`config.mk`:
```
export PLATFORM = sky130hd
export DESIGN_NAME = producer_arbiter
export DESIGN_NICKNAME = d
export VERILOG_FILES = /design/src/rtl/producer_arbiter.sv
export SDC_FILE = /design/constraint.sdc
export NUM_CORES = 1
export LEC_CHECK = 0
export CAP_MARGIN = 20
export CORE_UTILIZATION = 53
export DETAILED_ROUTE_END_ITERATION = 8
export PLACE_DENSITY_LB_ADDON = 0.25
export SYNTH_ARGS = -nofsm -noshare
export SYNTH_HDL_FRONTEND = slang
export SYNTH_SLANG_ARGS = --single-unit
export TNS_END_PERCENT = 10
```
`constraint.sdc`:
```
create_clock -name clock -period 4 [get_ports clock]
set_input_delay 1.2 -clock clock [delete_from_list [all_inputs] [get_ports clock]]
set_output_delay 1.2 -clock clock [all_outputs]
set_load 0.05 [all_outputs]
```
`src/rtl/producer_arbiter.sv`:
```
// Purpose : round-robin merge of the fibonacci and timer producers into the single
//           write port of the GALS buffer, with a 1-deep holding slot per producer.
// Latency : valid captured at edge k, write strobe high after edge k+1 (2 cycles min).
// Backpressure: buffer_full stalls grants; slots hold data and the producer enables
//           fall as slots fill. A valid arriving into a full, ungranted slot is dropped
//           and counted in the saturating drop_cnt.
//
// Ports:
//   clock, reset           clock_1 domain clock, async active-high reset
//   start, stop            control pulses (rising-edge detected)
//   f_valid/f_data         fibonacci producer output
//   t_valid/t_data         timer producer output
//   buffer_full/empty      buffer status flags
//   data_2_valid           buffer read-side valid (drain must see it low)
//   f_en, t_en             producer enables
//   data_1_en/data_1/src   buffer write strobe, data and source (0 = fib, 1 = timer)
//   busy                   high in RUN or DRAIN
//   drop_cnt               saturating count of words lost to slot overflow
module producer_arbiter #(
    parameter int DATA_W = 16,
    parameter int DROP_W = 8
) (
    input  logic              clock,
    input  logic              reset,
    input  logic              start,
    input  logic              stop,
    input  logic              f_valid,
    input  logic [DATA_W-1:0] f_data,
    input  logic              t_valid,
    input  logic [DATA_W-1:0] t_data,
    input  logic              buffer_full,
    input  logic              buffer_empty,
    input  logic              data_2_valid,
    output logic              f_en,
    output logic              t_en,
    output logic              data_1_en,
    output logic [DATA_W-1:0] data_1,
    output logic              src,
    output logic              busy,
    output logic [DROP_W-1:0] drop_cnt
);

    typedef enum logic [1:0] {IDLE = 2'd0, RUN = 2'd1, DRAIN = 2'd2} state_t;

    state_t              state_q, state_d;
    logic                start_q, stop_q;
    logic                slot_f_full_q, slot_f_full_d;
    logic                slot_t_full_q, slot_t_full_d;
    logic [DATA_W-1:0]   slot_f_q, slot_f_d;
    logic [DATA_W-1:0]   slot_t_q, slot_t_d;
    logic                last_grant_q, last_grant_d;
    logic                data_1_en_q, data_1_en_d;
    logic [DATA_W-1:0]   data_1_q, data_1_d;
    logic                src_q, src_d;
    logic [DROP_W-1:0]   drop_cnt_q, drop_cnt_d;

    logic                start_evt, stop_evt;
    logic                run, active;
    logic                grant, grant_t, grant_f, grant_t_win;
    logic                f_drop, t_drop, f_load, t_load;
    logic [DROP_W:0]     drop_sum;

    assign start_evt = start && !start_q;
    assign stop_evt  = stop && !stop_q;
    assign run       = (state_q == RUN);
    assign active    = (state_q != IDLE);

    // ---------------- FSM: state register ----------------
    always_ff @(posedge clock or posedge reset) begin
        if (reset) begin
            state_q <= IDLE;
        end else begin
            state_q <= state_d;
        end
    end

    // ---------------- FSM: next state ----------------
    always_comb begin
        state_d = state_q;
        case (state_q)
            IDLE:    if (start_evt) state_d = RUN;
            RUN:     if (stop_evt)  state_d = DRAIN;
            DRAIN:   if (!slot_f_full_q && !slot_t_full_q && buffer_empty && !data_2_valid)
                         state_d = IDLE;
            default: state_d = IDLE;
        endcase
    end

    // ---------------- FSM: outputs ----------------
    always_comb begin
        f_en = run && !slot_f_full_q;
        t_en = run && !slot_t_full_q;
        busy = active;
    end

    // ---------------- Arbitration and slot capture ----------------
    always_comb begin
        grant       = active && !buffer_full && (slot_f_full_q || slot_t_full_q);
        // On a tie the timer wins only if fibonacci was granted last.
        grant_t_win = slot_t_full_q && (!slot_f_full_q || !last_grant_q);
        grant_t     = grant && grant_t_win;
        grant_f     = grant && !grant_t_win;

        // A slot being emptied this edge can accept a new word without loss.
        f_drop = run && f_valid && slot_f_full_q && !grant_f;
        t_drop = run && t_valid && slot_t_full_q && !grant_t;
        f_load = run && f_valid && !f_drop;
        t_load = run && t_valid && !t_drop;

        slot_f_full_d = (slot_f_full_q && !grant_f) || f_load;
        slot_t_full_d = (slot_t_full_q && !grant_t) || t_load;
        slot_f_d      = f_load ? f_data : slot_f_q;
        slot_t_d      = t_load ? t_data : slot_t_q;

        data_1_en_d  = grant;
        data_1_d     = data_1_q;
        src_d        = src_q;
        last_grant_d = last_grant_q;
        if (grant) begin
            data_1_d     = grant_t ? slot_t_q : slot_f_q;
            src_d        = grant_t;
            last_grant_d = grant_t;
        end

        // One extra bit catches the overflow of adding up to two drops.
        drop_sum = {1'b0, drop_cnt_q} + (DROP_W+1)'(f_drop) + (DROP_W+1)'(t_drop);
        if (state_q == IDLE && start_evt) begin
            drop_cnt_d = '0;
        end else if (drop_sum[DROP_W]) begin
            drop_cnt_d = '1;
        end else begin
            drop_cnt_d = drop_sum[DROP_W-1:0];
        end
    end

    always_ff @(posedge clock or posedge reset) begin
        if (reset) begin
            start_q       <= 1'b0;
            stop_q        <= 1'b0;
            slot_f_full_q <= 1'b0;
            slot_t_full_q <= 1'b0;
            slot_f_q      <= '0;
            slot_t_q      <= '0;
            last_grant_q  <= 1'b1;
            data_1_en_q   <= 1'b0;
            data_1_q      <= '0;
            src_q         <= 1'b0;
            drop_cnt_q    <= '0;
        end else begin
            start_q       <= start;
            stop_q        <= stop;
            slot_f_full_q <= slot_f_full_d;
            slot_t_full_q <= slot_t_full_d;
            slot_f_q      <= slot_f_d;
            slot_t_q      <= slot_t_d;
            last_grant_q  <= last_grant_d;
            data_1_en_q   <= data_1_en_d;
            data_1_q      <= data_1_d;
            src_q         <= src_d;
            drop_cnt_q    <= drop_cnt_d;
        end
    end

    assign data_1_en = data_1_en_q;
    assign data_1    = data_1_q;
    assign src       = src_q;
    assign drop_cnt  = drop_cnt_q;

endmodule

```
After elaboration in Yosys (flattened, before gate mapping)

Index checks and enable logic that the tools add are counted.

Bits in registers: 65
Latch bits: 0
RAM bits: 0
Memory bits (read-only): 0
Output and inout port bits: 29
Logic and storage cells: 68
Memories: 0

$add $sub $neg: 2
Multipliers: 0
Divide/modulo/power cells: 0
Magnitude comparators: 0
Equality and inequality tests: 5
Shifts and indexed selects: 0
Multiplexer cells: 7
Bitwise logic cells: 0
Reduce and logical (&&, ||, !) cells: 42

Operators with widths:

| kind                 | count |
|---|---|
| $logic_and A1 B1 Y1  | 23 |
| $mux W16             | 1 |
| $mux W8              | 2 |
| $logic_not A1 Y1     | 12 |
| $add A8 B1 Y9        | 1 |
| $add A9 B1 Y9        | 1 |
| $mux W2              | 3 |
| $ne A2 B2 Y1 const B | 3 |
| $pmux W2 S3          | 1 |
| $logic_or A1 B1 Y1   | 4 |
| $reduce_and A3 Y1    | 1 |
| $eq A2 B1 Y1 const B | 1 |
| $eq A2 B2 Y1 const B | 1 |
| $logic_not A2 Y1     | 1 |
| $reduce_bool A2 Y1   | 1 |

Logic depth before layout (Yosys ltp)

Depth in word-level cells: 11
Depth in mapped cells: 9
Depth with buffers taken out: 8

Worst setup path before layout

No wires, ideal clock.

Path kind: input to register
Start point: in buffer_full
End point: reg drop_cnt_q[4] (netlist: drop_cnt[4])
Arrival time: 2.868 ns
Required time: 3.906 ns
Slack: 1.038 ns
Cell stages on the path: 8
Buffers on the path: 0
Cell sequence: o21bai_4 -> o21ai_0 -> nor2_1 -> fa_1 -> ha_1 -> and3_1 -> and3_1 -> a211oi_1

Longest elaborated chain between the ends: 10
Elaborated cells between the ends (all ways): 13

Ends and longest elaborated chain:

| what                                | RTL line | source |
|---|---|---|
| start, declared                     | 31       | `input logic buffer_full,` |
| $logic_not A1 Y1 *                  | 98       | `grant = active && !buffer_full && (slot_f_full_q \|\| slot_t_full_q);` |
| $logic_and A1 B1 Y1 * (2 in series) | 98       |  |
| $logic_and A1 B1 Y1                 | 102      | `grant_f = grant && !grant_t_win;` |
| $logic_not A1 Y1                    | 105      | `f_drop = run && f_valid && slot_f_full_q && !grant_f;` |
| $logic_and A1 B1 Y1                 | 105      |  |
| $add A8 B1 Y9                       | 126      | `drop_sum = {1'b0, drop_cnt_q} + (DROP_W+1)'(f_drop) + (DROP_W+1)'(t_drop);` |
| $add A9 B1 Y9 *                     | 126      |  |
| $mux W8 *                           | 129      | `end else if (drop_sum[DROP_W]) begin` |
| $mux W8 *                           | 127      | `if (state_q == IDLE && start_evt) begin` |
| via drop_cnt_d[4]                   | 55       | `logic [DROP_W-1:0] drop_cnt_q, drop_cnt_d;` |
| end signal, assigned                | 160      | `drop_cnt_q <= drop_cnt_d;` |
| end, declared                       | 55       |  |

The timed path passes the listed nets; every way through them passes the cells marked *.
A chain may end at the register's enable or synchronous reset.

Worst setup path after layout

Start point: reg state_q[0]
End point: out f_en

Longest elaborated chain between the ends: 2

Ends and longest elaborated chain:

| what                   | RTL line | source |
|---|---|---|
| start, declared        | 45       | `state_t state_q, state_d;` |
| start signal, assigned | 73       | `state_q <= state_d;` |
| $eq A2 B1 Y1           | 65       | `assign run = (state_q == RUN);` |
| $logic_and A1 B1 Y1    | 91       | `f_en = run && !slot_f_full_q;` |
| end, declared          | 34       | `output logic f_en,` |

No other way between the ends.

==> flow_metrics.env <==
export IMPL_grt_total_usage_pct=23.3
export IMPL_dieArea_mm2=0.00582
export IMPL_min_path_type="register to register"
export IMPL_synth_top_area_share_pct=54.8
export IMPL_crit_path_end_kind="primary output"
export IMPL_synth_seq_area_share_pct=55.7
export IMPL_synth_area_mm2=0.00292
export IMPL_finalHoldViolCount=0
export IMPL_drc=0
export IMPL_hold_buffers=0
export IMPL_synth_area_per_cell_um2=14.2
export IMPL_vias=2002
export IMPL_dpl_hpwl_um=4140
export IMPL_max_slew_worst_pin_slew_ns=0.650
export IMPL_ys_warn_count=0
export IMPL_use_met3_pct=4.55
export IMPL_fmax_mhz=302
export IMPL_cts_clk_slew_worst_paths_ns=0.07
export IMPL_cp_start_kind="register"
export IMPL_postCtsSetupBuffers=0
export IMPL_clock_latency_ns=0.33
export IMPL_ant_nets=0
export IMPL_synth_edf_count=0
export IMPL_portBuffers=69
export IMPL_syn_inst=206
export IMPL_p_leak_nw=1.67
export IMPL_met1_usage_pct=29.2
export IMPL_power_density_mw_per_mm2=823
export IMPL_synthTopCellsByArea="dfrtp_1, mux2_4, a221o_1"
export IMPL_fp_row_count=26
export IMPL_critPathRequiredTime_ns=2.80
export IMPL_initial_core_util_pct=56.2
export IMPL_slew_headroom_pct=56.6
export IMPL_post_cts_resized=0
export IMPL_rsz0062_at_grt="no"
export IMPL_cts_root_buffer="clkbuf_8"
export IMPL_grt_ovfl_total=0
export IMPL_cp_arrival_ns=2.11
export IMPL_crit_type="register to primary output"
export IMPL_die_width_um=76.3
export IMPL_synthArstFlopShare_pct=100
export IMPL_synth_commonest_cells="dfrtp_1, mux2_4, a21boi_0, a221o_1, mux2_2"
export IMPL_synth_cell_types=41
export IMPL_min_period_ns=3.31
export IMPL_syn_to_final_growth_pct=31.3
export IMPL_slew_violations=0
export IMPL_grt_max_degree=32
export IMPL_maxCapViolCount=0
export IMPL_peakVddDrop_uv=450
export IMPL_yosysTopAreaCell="dfrtp_1"
export IMPL_wirelength_um=6130
export IMPL_grt_busiest_layer="met2"
export IMPL_first_pass_iters=4
export IMPL_final_nets=325
export IMPL_syn_nets=249
export IMPL_grt_use_met2_pct=38.6
export IMPL_synthFlopType="dfrtp_1"
export IMPL_gp_congestion=0.813
export IMPL_h_tree_depth=3
export IMPL_synth_most_common_cell="dfrtp_1"
export IMPL_grt_pass1_vias=2164
export IMPL_grt_pass1_wl_um=10500
export IMPL_skew_ns=0.00541
export IMPL_whs_ns=0.507
export IMPL_wl_per_cell_um=17.2
export IMPL_fillers=363
export IMPL_status="finished clean"
export IMPL_antenna_cells=0
export IMPL_viasPerCell=5.61
export IMPL_clock_sinks=65
export IMPL_cts_buffers=9
export IMPL_core_mm2=0.00520
export IMPL_antenna_found_initial=0
export IMPL_setup_violations=0
export IMPL_drt_initial_drc_count=83
export IMPL_clk_path_buf_depth=2
export IMPL_timing_final_crit_share_pct=82.7
export IMPL_die_y_um=76.3
export IMPL_drive_gt1_share_pct=23.7
export IMPL_setup_tns_ns=0
export IMPL_cts_tree="built"
export IMPL_path_max_fanout=9
export IMPL_ys_ff_latch=65
export IMPL_ioPinCount=70
[stage by stage]
step | util, % | cell area (um^2) | setup slack (ns) | power, mW | instances
after CTS | 73.8 | 3840 | 0.674 | 3.17 | 357
after global placement | 70.0 | 3650 | 0.501 | 2.61 | 340
after floorplan | - | 2920 | 1.04 | 2.26 | 206
final | 73.8 | 3840 | 0.694 | 3.16 | 357
after global routing | 73.8 | 3840 | 0.604 | 3.32 | 357
after detailed placement | 70.3 | 3660 | 0.434 | 2.66 | 341
[layout by cell type (no fill, tap or decap), types with 4 or more instances in the layout]
cell type        netlist  final
a21boi_0              16     16
clkdlybuf4s50_1        0     69
mux2_2                12     12
o21ai_0                5      5
clkbuf_8               0     11
a221o_1               16     16
inv_1                  7      6
buf_4                  1      5
dfrtp_1               64     64
nor2_1                 5      5
a21oi_1                4      4
nand2_1                5      5
mux2_4                20     20
[worst paths after layout]
check,from,end,slack (ns),depth (start not counted)
min in group asynchronous,reset,data_1[1],1.15,2
max reg2reg,state_q[0],drop_cnt[4],1.53,8
min reg2reg,slot_t_q[1],data_1[1],0.51,1
min,slot_t_q[1],data_1[1],0.51,1
max in group asynchronous,reset,slot_t_q[10],2.15,3
max,state_q[0],f_en,0.69,3
[worst max-delay path: stages, from the launching register on]
cell             delay (ns)
dfrtp_1                0.60
or2b_1                 0.29
nor2_1                 0.09
clkdlybuf4s50_1        0.80
[kinds of logic after synthesis]
kind of cell / Yosys count / synth area share, %
compound gates: 55 / 16.1
xor+xnor: 1 / 0.300
fa+ha+maj: 2 / 1.11
buf+inv: 17 / 4.07
flops: 65 / 55.7
mux: 32 / 14.9
simple gates: 34 / 7.79
[layer usage]
| metal | share of wire (%) | vias up |
|---|---|---|
| li1 | - | 911 |
| met1 | 45 | 1020 |
| met2 | 49 | 61 |
| met3 | 4.0 | 10 |
| met4 | 1.6 | 0 |
| met5 | 0 | - |
[final cells by class]
class                      instances  area, um^2  area share, %
multi-input combinational        124        1180           30.6
tap                               70        87.6           2.28
inverter                           7        26.3          0.684
clock inverter                     5        30.0          0.782
clock buffer                      11         151           3.94
timing repair buffer              75         739           19.3
sequential                        65        1630           42.4
[state kept, by name (all words and copies together) (netlist names), 2 cells and up]
signal    cells
slot_t_q     16
drop_cnt      8
data_1       16
slot_f_q     16
state_q       2
[where the power goes]
group / switching (mW) / internal (mW)
Sequential: 0.228 / 0.956
Combinational: 0.785 / 0.686
Clock: 0.249 / 0.255
Total: 1.26 / 1.90
Power figures use the tool's default switching activity.
